==> config.mk <==
export PLATFORM = sky130hd
export DESIGN_NAME = imem_loader
export DESIGN_NICKNAME = d
export VERILOG_FILES = /design/src/rtl/imem_loader_pkg.sv /design/src/rtl/imem_loader_byte_packer.sv /design/src/rtl/imem_loader.sv
export SDC_FILE = /design/constraint.sdc
export NUM_CORES = 1
export LEC_CHECK = 0
export BUFFER_PORTS_ARGS = -buffer_cell sky130_fd_sc_hd__buf_4
export CAP_MARGIN = 20
export CELL_PAD_IN_SITES_DETAIL_PLACEMENT = 1
export CELL_PAD_IN_SITES_GLOBAL_PLACEMENT = 2
export CORE_AREA = 5 5 116 107
export CTS_CLUSTER_SIZE = 12
export DETAILED_ROUTE_END_ITERATION = 8
export DIE_AREA = 0 0 121 112
export PLACE_DENSITY_LB_ADDON = 0.1
export SLEW_MARGIN = 20
export SYNTH_ARGS = -nofsm -noshare
export SYNTH_HDL_FRONTEND = slang
export SYNTH_HIERARCHICAL = 1
export SYNTH_SLANG_ARGS = --single-unit
==> constraint.sdc <==
create_clock -name clk -period 3.7 [get_ports clk]
set_input_delay 0.74 -clock clk [delete_from_list [all_inputs] [get_ports clk]]
set_output_delay 0.74 -clock clk [all_outputs]
set_load 0.02 [all_outputs]
==> src/rtl/imem_loader_pkg.sv <==
// Shared constants for the IMEM loader: address width, FSM encodings, session record.
// CHECK exists only when IMEM_LOADER_CHECKSUM_EN is defined.
package imem_loader_pkg;

  localparam int IMEM_AW = 14;

  localparam logic [2:0] ST_IDLE  = 3'd0;
  localparam logic [2:0] ST_RECV  = 3'd1;
  localparam logic [2:0] ST_WRITE = 3'd2;
`ifdef IMEM_LOADER_CHECKSUM_EN
  localparam logic [2:0] ST_CHECK = 3'd3;
`endif
  localparam logic [2:0] ST_DONE  = 3'd4;

  typedef struct packed {
    logic [IMEM_AW-1:0] addr;
    logic [IMEM_AW-1:0] cnt;
  } session_t;

  // Word address step; the carry out of the top bit is dropped, so 3FFF wraps to 0000.
  function automatic logic [IMEM_AW-1:0] addr_inc(input logic [IMEM_AW-1:0] a);
    return a + 1'b1;
  endfunction

endpackage

==> src/rtl/imem_loader_byte_packer.sv <==
// Little-endian byte-to-word assembler: byte 0 -> [7:0] ... byte 3 -> [31:24].
// word_valid_o flags the fourth byte; word_o carries the complete word from the next cycle on.
module imem_loader_byte_packer (
  input  logic        clk,
  input  logic        rst_n,
  input  logic [7:0]  byte_i,
  input  logic        valid_i,
  input  logic        clear_i,
  output logic [31:0] word_o,
  output logic        word_valid_o
);

  logic [1:0]  idx_q;
  logic [1:0]  idx_d;
  logic [3:0]  lane_we;
  logic [31:0] word_q;

  always_comb begin
    idx_d = idx_q;
    if (clear_i) begin
      idx_d = 2'd0;
    end else if (valid_i) begin
      idx_d = 2'(idx_q + 2'd1);
    end
  end

  always_ff @(posedge clk or negedge rst_n) begin
    if (!rst_n) begin
      idx_q <= 2'd0;
    end else begin
      idx_q <= idx_d;
    end
  end

  genvar gi;
  generate
    for (gi = 0; gi < 4; gi++) begin : g_lane
      assign lane_we[gi] = valid_i && !clear_i && (idx_q == 2'(gi));

      always_ff @(posedge clk or negedge rst_n) begin
        if (!rst_n) begin
          word_q[gi*8 +: 8] <= 8'h00;
        end else if (lane_we[gi]) begin
          word_q[gi*8 +: 8] <= byte_i;
        end
      end
    end
  endgenerate

  assign word_o       = word_q;
  assign word_valid_o = lane_we[3];

endmodule

==> src/rtl/imem_loader.sv <==
// Streams host bytes into IMEM as 32-bit words while holding the core in reset.
// Define IMEM_LOADER_CHECKSUM_EN to add a trailing mod-256 checksum byte and the CHECK state.
module imem_loader
  import imem_loader_pkg::*;
(
  input  logic               clk,
  input  logic               rst_n,
  input  logic               start,
  input  logic [IMEM_AW-1:0] base_addr,
  input  logic [IMEM_AW-1:0] word_cnt,
  input  logic               abort,
  input  logic [7:0]         rx_data,
  input  logic               rx_valid,
  output logic               rx_ready,
  output logic               imem_ena,
  output logic [3:0]         imem_wea,
  output logic [IMEM_AW-1:0] imem_addra,
  output logic [31:0]        imem_dina,
  output logic               busy,
  output logic               done,
  output logic               err,
  output logic               core_rst_hold
);

  logic [2:0]  state_q;
  logic [2:0]  state_d;
  session_t    sess_q;
  session_t    sess_d;
  logic        err_q;
  logic        err_d;
`ifdef IMEM_LOADER_CHECKSUM_EN
  logic [7:0]  sum_q;
  logic [7:0]  sum_d;
`endif

  logic        in_recv;
  logic        in_write;
  logic        rx_fire;
  logic        pk_clear;
  logic        pk_valid;
  logic [31:0] pk_word;
  logic        pk_word_valid;

  assign in_recv  = (state_q == ST_RECV);
  assign in_write = (state_q == ST_WRITE);
`ifdef IMEM_LOADER_CHECKSUM_EN
  assign rx_ready = in_recv || (state_q == ST_CHECK);
`else
  assign rx_ready = in_recv;
`endif
  assign rx_fire  = rx_valid && rx_ready;

  // Abort or an idle FSM drops any partially assembled word.
  assign pk_clear = abort || (state_q == ST_IDLE);
  assign pk_valid = rx_fire && in_recv;

  imem_loader_byte_packer u_packer (
    .clk          (clk),
    .rst_n        (rst_n),
    .byte_i       (rx_data),
    .valid_i      (pk_valid),
    .clear_i      (pk_clear),
    .word_o       (pk_word),
    .word_valid_o (pk_word_valid)
  );

  always_comb begin
    state_d = state_q;
    sess_d  = sess_q;
    err_d   = err_q;
`ifdef IMEM_LOADER_CHECKSUM_EN
    sum_d   = sum_q;
`endif
    if (abort) begin
      state_d = ST_IDLE;
      err_d   = 1'b1;
    end else begin
      case (state_q)
        ST_IDLE: begin
          if (start) begin
            sess_d.addr = base_addr;
            sess_d.cnt  = word_cnt;
            err_d       = 1'b0;
`ifdef IMEM_LOADER_CHECKSUM_EN
            sum_d       = 8'h00;
`endif
            state_d     = (word_cnt == '0) ? ST_DONE : ST_RECV;
          end
        end
        ST_RECV: begin
`ifdef IMEM_LOADER_CHECKSUM_EN
          if (rx_fire) begin
            sum_d = 8'(sum_q + rx_data);
          end
`endif
          if (pk_word_valid) begin
            state_d = ST_WRITE;
          end
        end
        ST_WRITE: begin
          sess_d.addr = addr_inc(sess_q.addr);
          sess_d.cnt  = sess_q.cnt - 14'd1;
          if (sess_q.cnt == 14'd1) begin
`ifdef IMEM_LOADER_CHECKSUM_EN
            state_d = ST_CHECK;
`else
            state_d = ST_DONE;
`endif
          end else begin
            state_d = ST_RECV;
          end
        end
`ifdef IMEM_LOADER_CHECKSUM_EN
        ST_CHECK: begin
          if (rx_fire) begin
            if (8'(sum_q + rx_data) != 8'h00) begin
              err_d = 1'b1;
            end
            state_d = ST_DONE;
          end
        end
`endif
        ST_DONE: begin
          state_d = ST_IDLE;
        end
        default: begin
          state_d = ST_IDLE;
        end
      endcase
    end
  end

  always_ff @(posedge clk or negedge rst_n) begin
    if (!rst_n) begin
      state_q <= ST_IDLE;
      sess_q  <= '0;
      err_q   <= 1'b0;
`ifdef IMEM_LOADER_CHECKSUM_EN
      sum_q   <= 8'h00;
`endif
    end else begin
      state_q <= state_d;
      sess_q  <= sess_d;
      err_q   <= err_d;
`ifdef IMEM_LOADER_CHECKSUM_EN
      sum_q   <= sum_d;
`endif
    end
  end

  // Write port is decoded from the state, so an abort during WRITE still lets that write land.
  assign imem_ena      = in_write;
  assign imem_wea      = {4{in_write}};
  assign imem_addra    = in_write ? sess_q.addr : '0;
  assign imem_dina     = in_write ? pk_word : 32'h0;
  assign busy          = (state_q != ST_IDLE);
  assign core_rst_hold = busy;
  assign done          = (state_q == ST_DONE);
  assign err           = err_q;

endmodule
==> flow_summary_export.csv, run 1 <==
group,metric,value,unit
routing,dr.first_iter.drc_count,145,
setup_path,path_max_fanout,92,
routing,drt_first_pass_iters,4,
pwr,power.density,437.4,nW/um^2
yosys,synth-edff-count,0,
layout,post-route-util,0.4369,
clocking,clk_pin_slew_worst_paths,0.06,ns
clocking,cts_resized,0,
clocking,clock_latency,0.33,ns
setup_path,setup.worst_path.end_class,"primary output",
global_route,grt.total_usage,0.1607,
yosys,seq_area_frac_synth,0.4335,
global_route,grt_max_degree,93,
floorplanning,row_count,37,
layout,fin_nets,509,
floorplanning,ios,97,
sta,tightestPinTransition,0.8928,ns
clocking,cts_made_buffers,9,
yosys,ys.flop_type,"dfrtp_1",
run_status,status,"finished, final reports clean",
setup_path,crit_required,2.96,ns
sta,fin_crit,2.839,ns
pwr,clkPwrFrac,0.411,
sta,rsz0062_at_grt,"no",
floorplanning,die_y,112,um
sta,fin_crit_sh,0.7672,
layout,areaGrowthSynthToFinish,27.95,%
pwr,swShare,0.2696,
floorplanning,die_width,121,um
pwr,intPower,1.557,mW
clocking,tritoncts,"built",
pwr,p_leak,2.393,nW
yosys,synth_area_leader_cell,"dfrtp_1",
global_route,grt_pass1_wl,17330,um
yosys,synthArstFlopShare,1.000,
global_route,overflow,0,
floorplanning,core,11160,um^2
yosys,synth_cell_types,54,
yosys,ys_ff_latch,66,
global_route,grt_pass1_vias,3337,
sta,final_hold_viol_count,0,
setup_path,cp-start-kind,"flip-flop",
floorplanning,initial_utilization,0.3415,
yosys,ys_warn_count,6,
sta,setup-violations-final,0,
pwr,ir_drop,0.2402,mV
pwr,p_comb_frac,0.148,
routing,routed_wirelength,10590,um
pwr,p_seq_frac,0.441,
yosys,syn-cell-area,3810,um^2
global_route,antenna_found_initial,0,
yosys,syn_avg_cell_area,10.05,um^2
clocking,post_cts_buffers,0,
yosys,synth_fp_nets,427,
clocking,clockBufferDepth,2,
layout,final_cell_mix,"99 x buf_4, 66 x dfrtp_1, 42 x and2_1, 32 x mux2_2, 24 x nor2_1",
sta,fin_skew,0.007429,ns
yosys,synth_area_leaders,"dfrtp_1 43%, mux2_2 9.5%, and2_1 6.9%, a21oi_1 2.6%, nor2_1 2.4%",
sta,slew_headroom,0.4048,
routing,ant_nets,0,
place,dp_hpwl,7386,um
routing,wire_per_inst,17.06,um
routing,drc_errors,0,
clocking,hold_buffers,0,
clocking,htree_levels,3,
sta,fmax,352.3,MHz
setup_path,crit_arrival,2.10,ns
floorplanning,die_area,13550,um^2
hold_path,holdCritPathClass,"reg -> reg",
yosys,synthCells,379,
sta,fin_tns_setup,0,ns
yosys,synth_top_area_share,0.4335,
layout,final_common_cell,"buf_4",
routing,via_count,3158,
layout,layout-drive-gt1-share,0.3376,
place,portBuffers,96,
layout,fillers,1253,
layout,diodes,0,
sta,maxSlewViolCount,0,
routing,routed_via_density,5.085,
clocking,cts-root-buf,"clkbuf_16",
clocking,clock-sinks,66,
pwr,power.net_switching,574.9,uW
setup_path,critPathKind,"reg -> out",
place,gp_congestion,0.7675,
flow_run,cap_violations,0,
worst max-delay path: stages, from the launching register on:
cell	delay [ns]
dfrtp_1	0.47
or3b_1	0.44
clkinv_4	0.41
and2_1	0.24
buf_4	0.15
synth_stat cells (all sizes together) (2+ instances only):
cell,count
dfrtp,66
and2,44
mux2,32
nor2,24
nand2,23
a21oi,20
buf,20
o21ai,19
inv,13
a2bb2oi,9
nor4,9
o22ai,9
clkbuf,8
nand3,8
nor3,8
ha,7
nand4,7
o22a,6
nand3b,5
and3,4
nor3b,4
mux2i,3
o211ai,3
a22oi,2
a31oi,2
and4,2
nor2b,2
o21a,2
or3b,2
or4,2
through the flow:
| stage | power [mW] | area (um^2) | setup WS (ns) | instances | hold slack, ns |
|---|---|---|---|---|---|
| floorplan | 1.136 | 3810 | 1.241 | 379 | 0.4444 |
| global placement | 1.258 | 4569 | 1.250 | 606 | 0.4632 |
| detailed placement | 1.270 | 4569 | 1.203 | 606 | 0.4716 |
| CTS | 2.163 | 4875 | 0.8455 | 621 | 0.4875 |
| global route | 2.240 | 4875 | 0.7337 | 621 | 0.5106 |
| finish | 2.132 | 4875 | 0.8615 | 621 | 0.4843 |
state kept, by name, summed over array words and instances, names as in the netlist:
signal	count
state_q	3
u_packer/word_o	32
err	1
sess_q	28
u_packer/idx_q	2
cell families after synthesis:
| kind of cell | count (synthesis) | synth area share |
|---|---|---|
| adder cells (fa/ha/maj) | 7 | 0.02299 |
| AND/OR/NAND/NOR | 147 | 0.2378 |
| XOR/XNOR | 1 | 0.002299 |
| AO/OA/AOI/OAI | 81 | 0.1379 |
| flip-flops | 66 | 0.4335 |
| multiplexers | 35 | 0.1025 |
| buffers and inverters | 42 | 0.06305 |
power by group through the flow:
stage | Sequential [mW] | Clock [mW] | Combinational (mW)
2_1_floorplan | 0.914 | 0 | 0.222
3_3_place_gp | 0.946 | 0 | 0.312
3_5_place_dp | 0.950 | 0 | 0.320
4_1_cts | 0.940 | 0.900 | 0.322
5_1_grt | 0.959 | 0.926 | 0.356
6_report | 0.941 | 0.876 | 0.315
layout make-up:
type / instances / area, um^2 / share of cell area
inverter: 14 / 57.56 / 0.01181
clock buffer: 13 / 270.3 / 0.05544
tap: 156 / 195.2 / 0.04004
timing repair buffer: 99 / 743.2 / 0.1525
clock inverter: 2 / 35.03 / 0.007187
multi-input combinational: 271 / 1922 / 0.3942
sequential: 66 / 1652 / 0.3388
worst paths after layout:
| kind | end | cells past startpoint | start | slack, ns |
|---|---|---|---|---|
| worst max-delay path | imem_dina[25] | 4 | state_q[1] | 0.86 |
| worst min-delay path | err | 1 | err | 0.48 |
| worst max register to register | state_q[0] | 7 | state_q[2] | 1.44 |
| worst min register to register | err | 1 | err | 0.48 |
| max in group asynchronous | sess_q[0] | 1 | rst_n | 2.58 |
| min in group asynchronous | sess_q[24] | 1 | rst_n | 0.52 |
metal layers:
metal	global-route usage	routed length [um]	up-vias
li1	-	-	1520
met1	0.2109	4929	1564
met2	0.2619	5030	63
met3	0.04774	518	11
met4	0.03625	114	0
met5	0	0	-
(Power assumes the default switching activity.)
==> run 2, diff against run 1 <==
- CORE_AREA: 5 5 116 107 -> 5 5 120 110
- DIE_AREA: 0 0 121 112 -> 0 0 125 115
- clock period: 3.7 -> 2.75 ns (I/O delays scaled with it)
==> run 2 against run 1 <==
Sequential share of layout area decreased by 0.34 points. Global-route usage decreased by 0.30 points. Die area grew 6.1%. Sequential power grew 34%. Power increased by 39%. Critical path type unchanged. Largest power group unchanged.
==> flow_summary_export.csv, run 2 (synthesis results as in run 1) <==
group,metric,value,unit
routing,wire_per_inst,17.10,um
hold_path,holdCritPathClass,"in -> async",
run_status,status,"finished, final reports clean",
setup_path,reg2reg_depth,8,
setup_path,path_max_fanout,79,
layout,diodes,0,
layout,fin_nets,511,
place,dp_hpwl,7635,um
pwr,p_leak,2.417,nW
pwr,p_seq_frac,0.428,
sta,fmax,390.5,MHz
routing,dr.first_iter.drc_count,180,
routing,drc_errors,0,
global_route,grt_util_met1,0.2074,
setup_path,crit_arrival,2.01,ns
global_route,met3_usage,0.04459,
layout,final_cell_mix,"101 x buf_4, 66 x dfrtp_1, 42 x and2_1, 32 x mux2_2, 24 x nor2_1",
global_route,grt_pass1_wl,18050,um
setup_path,crit_end,"imem_addra[9]",
sta,tightestPinTransition,0.9212,ns
sta,final_hold_viol_count,0,
setup_path,rrSetupSlack,0.58,ns
global_route,grt.total_usage,0.1577,
floorplanning,die_area,14380,um^2
clocking,hold_buffers,0,
setup_path,path_cells,"or3b_1, inv_8, and2_1, buf_4",
sta,hold-worst-slack,0.3224,ns
sta,fin_crit,2.561,ns
sta,fin_crit_sh,0.9312,
global_route,antenna_found_initial,0,
setup_path,startpoint,"state_q[1]",
setup_path,crit_required,2.20,ns
clocking,clockBufferDepth,2,
global_route,overflow,0,
sta,setup-violations-final,0,
global_route,grt.busiest_layer,"met2",
routing,via_count,3172,
floorplanning,core,11840,um^2
clocking,cts_resized,0,
pwr,clkPwrFrac,0.427,
routing,routed_wirelength,10740,um
sta,fin_skew,0.006249,ns
pwr,p_comb_frac,0.145,
sta,rsz0062_at_grt,"no",
clocking,cts_made_buffers,9,
floorplanning,die_y,115,um
setup_path,worstReg2RegEnd,"state_q[0]",
place,portBuffers,96,
clocking,htree_levels,3,
pwr,ir_drop,0.3531,mV
place,gp_congestion,0.7783,
global_route,grt_max_degree,80,
clocking,clk_pin_slew_worst_paths,0.06,ns
pwr,power.net_switching,824.9,uW
setup_path,setup.worst_path.end_class,"primary output",
clocking,cts-root-buf,"clkbuf_16",
setup_path,critPathSlowestCell,"dfrtp_1",
setup_path,cpPeakStageDelay,0.48,ns
clocking,clock-sinks,66,
floorplanning,ios,97,
flow_run,cap_violations,0,
routing,routed_via_density,5.051,
setup_path,timing.rr.start,"state_q[2]",
floorplanning,die_width,125,um
global_route,grt_util_met2,0.2519,
sta,maxSlewViolCount,0,
clocking,tritoncts,"built",
global_route,grt_pass1_vias,3340,
layout,areaGrowthSynthToFinish,29.26,%
sta,slew_headroom,0.3836,
routing,ant_nets,0,
routing,drt_first_pass_iters,4,
pwr,swShare,0.2793,
layout,layout-drive-gt1-share,0.3440,
sta,fin_tns_setup,0,ns
layout,fin_cells,628,
floorplanning,row_count,38,
clocking,post_cts_buffers,0,
layout,largest_register_ffs,32,
pwr,power.density,599.7,nW/um^2
place,dp_cells,612,
setup_path,cp-start-kind,"flip-flop",
clocking,clock_latency,0.34,ns
setup_path,critPathKind,"reg -> out",
floorplanning,initial_utilization,0.3218,
layout,final_common_cell,"buf_4",
pwr,intPower,2.128,mW
[run 2: metal layers]
| layer | routed length, um | up-vias |
|---|---|---|
| met5 | 0 | - |
| met4 | 164 | 0 |
| met3 | 602 | 10 |
| met2 | 4998 | 80 |
| met1 | 4972 | 1554 |
| li1 | - | 1528 |
[run 2: metrics by stage]
step / util / total power [mW] / setup slack (ns) / instance area [um^2]
after global placement: 0.3883 / 1.703 / 0.5207 / 4597
final: 0.4160 / 2.953 / 0.1891 / 4925
after global routing: 0.4160 / 3.130 / 0.03601 / 4925
after floorplan: - / 1.528 / 0.4813 / 3810
after CTS: 0.4158 / 3.011 / 0.1314 / 4922
after detailed placement: 0.3883 / 1.717 / 0.5061 / 4597
[run 2: layout make-up]
cell class / instances / area (um^2)
inverters: 14 / 60.06
multi-input cells: 271 / 1929
repair buffers: 101 / 758.2
well taps: 160 / 200.2
fillers: 1322 / 6914
clock inverters: 7 / 100.1
clock buffers: 9 / 225.2
flip-flops and latches: 66 / 1652
[run 2: worst min-delay path by stage]
stage / startpoint / endpoint / cells past startpoint
CTS: rst_n / sess_q[27] / 1
detailed placement: err / err / 1
global route: rst_n / sess_q[27] / 1
finish: rst_n / sess_q[24] / 1
floorplan: rst_n / err / 0
global placement: err / err / 1
[run 2: power groups by stage]
stage               Combinational [mW]  Sequential (mW)  Clock, mW
CTS                              0.436             1.27       1.31
global route                     0.483             1.29       1.35
floorplan                        0.299             1.23          0
finish                           0.427             1.26       1.26
global placement                 0.424             1.28          0
detailed placement               0.435             1.28          0
[run 2: worst max-delay path, delay by kind of cell, from the launching register on]
kind / cells / cell delay [ns]
buf+inv: 2 / 0.44
flops: 1 / 0.48
simple gates: 2 / 0.69
==> run 3, diff against run 2 <==
- PLACE_DENSITY_LB_ADDON: 0.1 -> 0.25
==> run 3 against run 2 <==
Utilization fell by 0.13 points. Combinational power about the same. Power decreased by 0.76%. First-iteration DRC count fell by 18%. Highest routed layer unchanged.
==> flow_summary_export.csv, run 3 (synthesis results as in run 1) <==
group,metric,value,unit
floorplanning,die_width,125,um
setup_path,critPathKind,"reg -> out",
layout,largest_register_ffs,32,
routing,wire_per_inst,17.08,um
routing,routed_via_density,4.992,
routing,routed_wirelength,10730,um
global_route,antenna_found_initial,0,
clocking,tritoncts,"built",
layout,fin_nets,511,
clocking,clk_pin_slew_worst_paths,0.06,ns
pwr,power.density,596.9,nW/um^2
global_route,grt.total_usage,0.1525,
routing,drc_errors,0,
layout,diodes,0,
hold_path,holdCritPathClass,"in -> async",
flow_run,cap_violations,0,
global_route,grt_max_degree,75,
global_route,overflow,0,
sta,hold-worst-slack,0.3053,ns
pwr,p_leak,2.397,nW
clocking,clock-sinks,66,
setup_path,path_max_fanout,74,
pwr,ir_drop,0.2329,mV
sta,rsz0062_at_grt,"no",
floorplanning,die_y,115,um
floorplanning,die_area,14380,um^2
global_route,grt_pass1_vias,3459,
sta,tightestPinTransition,0.8713,ns
sta,slew_headroom,0.4192,
clocking,post_cts_buffers,0,
setup_path,crit_arrival,2.00,ns
place,dp_hpwl,7703,um
floorplanning,core,11840,um^2
sta,fin_tns_setup,0,ns
routing,drt_first_pass_iters,4,
sta,fin_skew,0.003878,ns
sta,maxSlewViolCount,0,
routing,via_count,3135,
setup_path,cp-start-kind,"flip-flop",
layout,final_common_cell,"buf_4",
floorplanning,ios,97,
clocking,cts_made_buffers,9,
setup_path,crit_required,2.20,ns
place,portBuffers,96,
layout,seqCellArea,1652,um^2
sta,final_hold_viol_count,0,
routing,dr.first_iter.drc_count,148,
clocking,clockBufferDepth,2,
place,gp_congestion,0.7257,
layout,multi_input_area,1922,um^2
layout,fillers,1319,
place,place_area,4589,um^2
floorplanning,row_count,38,
routing,ant_nets,0,
layout,layout-drive-gt1-share,0.3419,
sta,fmax,392.6,MHz
global_route,grt_pass1_wl,17830,um
layout,fin_cells,628,
run_status,status,"finished, final reports clean",
setup_path,setup.worst_path.end_class,"primary output",
layout,final_cell_area,4910,um^2
clocking,cts_resized,0,
clocking,htree_levels,3,
layout,areaGrowthSynthToFinish,28.87,%
clocking,hold_buffers,0,
clocking,clock_latency,0.33,ns
sta,fin_crit_sh,0.9261,
place,dp_cells,612,
sta,fin_crit,2.547,ns
sta,setup-violations-final,0,
sta,setup_ws,0.2031,ns
place,place_ws,0.5369,ns
layout,final_cell_mix,"101 x buf_4, 66 x dfrtp_1, 42 x and2_1, 32 x mux2_2, 24 x nor2_1",
clocking,cts-root-buf,"clkbuf_16",
floorplanning,initial_utilization,0.3218,
run 3: cell count changes in the layout (fill, tap and decap cells not counted), sizes merged:
cell / previous run / this run
clkinvlp: 0 / 3
clkbuf: 9 / 10
clkinv: 3 / 2
inv: 16 / 13
run 3: through the flow:
stage | util | power, mW
6_report | 0.4147 | 2.931
5_1_grt | 0.4147 | 3.088
4_1_cts | 0.4147 | 2.981
3_5_place_dp | 0.3877 | 1.714
3_3_place_gp | 0.3877 | 1.692
2_1_floorplan | - | 1.528
run 3: cell type report:
class                   instances  area share
clock buffers                  10     0.04664
clock inverters                 6     0.01860
inverters                      14     0.01172
multi-input cells             271      0.3914
flip-flops and latches         66      0.3364
well taps                     160     0.04077
repair buffers                101      0.1544
run 3: final timing paths:
check / startpoint / endpoint / slack (ns) / cells past startpoint
min reg2reg: u_packer/word_o[31] / u_packer/word_o[31] / 0.49 / 1
max in group asynchronous: rst_n / sess_q[27] / 1.84 / 1
max: state_q[1] / imem_addra[4] / 0.20 / 4
min: rst_n / sess_q[4] / 0.31 / 1
min in group clk: abort / state_q[1] / 0.43 / 2
max reg2reg: state_q[1] / state_q[0] / 0.59 / 7
run 3: routing by layer:
layer / track usage / vias to the layer above / wire [um]
li1: - / 1526 / -
met1: 0.1976 / 1540 / 5007
met2: 0.2562 / 57 / 5189
met3: 0.02926 / 12 / 393
met4: 0.05564 / 0 / 138
met5: 0 / - / 0
run 3: report_power, final:
group	internal, mW	switching [mW]	total (mW)
sequential	1.11	0.150	1.26
clock	0.795	0.443	1.24
combinational	0.216	0.214	0.430
total	2.12	0.808	2.93
run 3: critical path: stages (launching register included):
cell	delay [ns]
dfrtp_1	0.48
or3b_1	0.44
clkinv_4	0.34
and2_1	0.22
buf_4	0.14
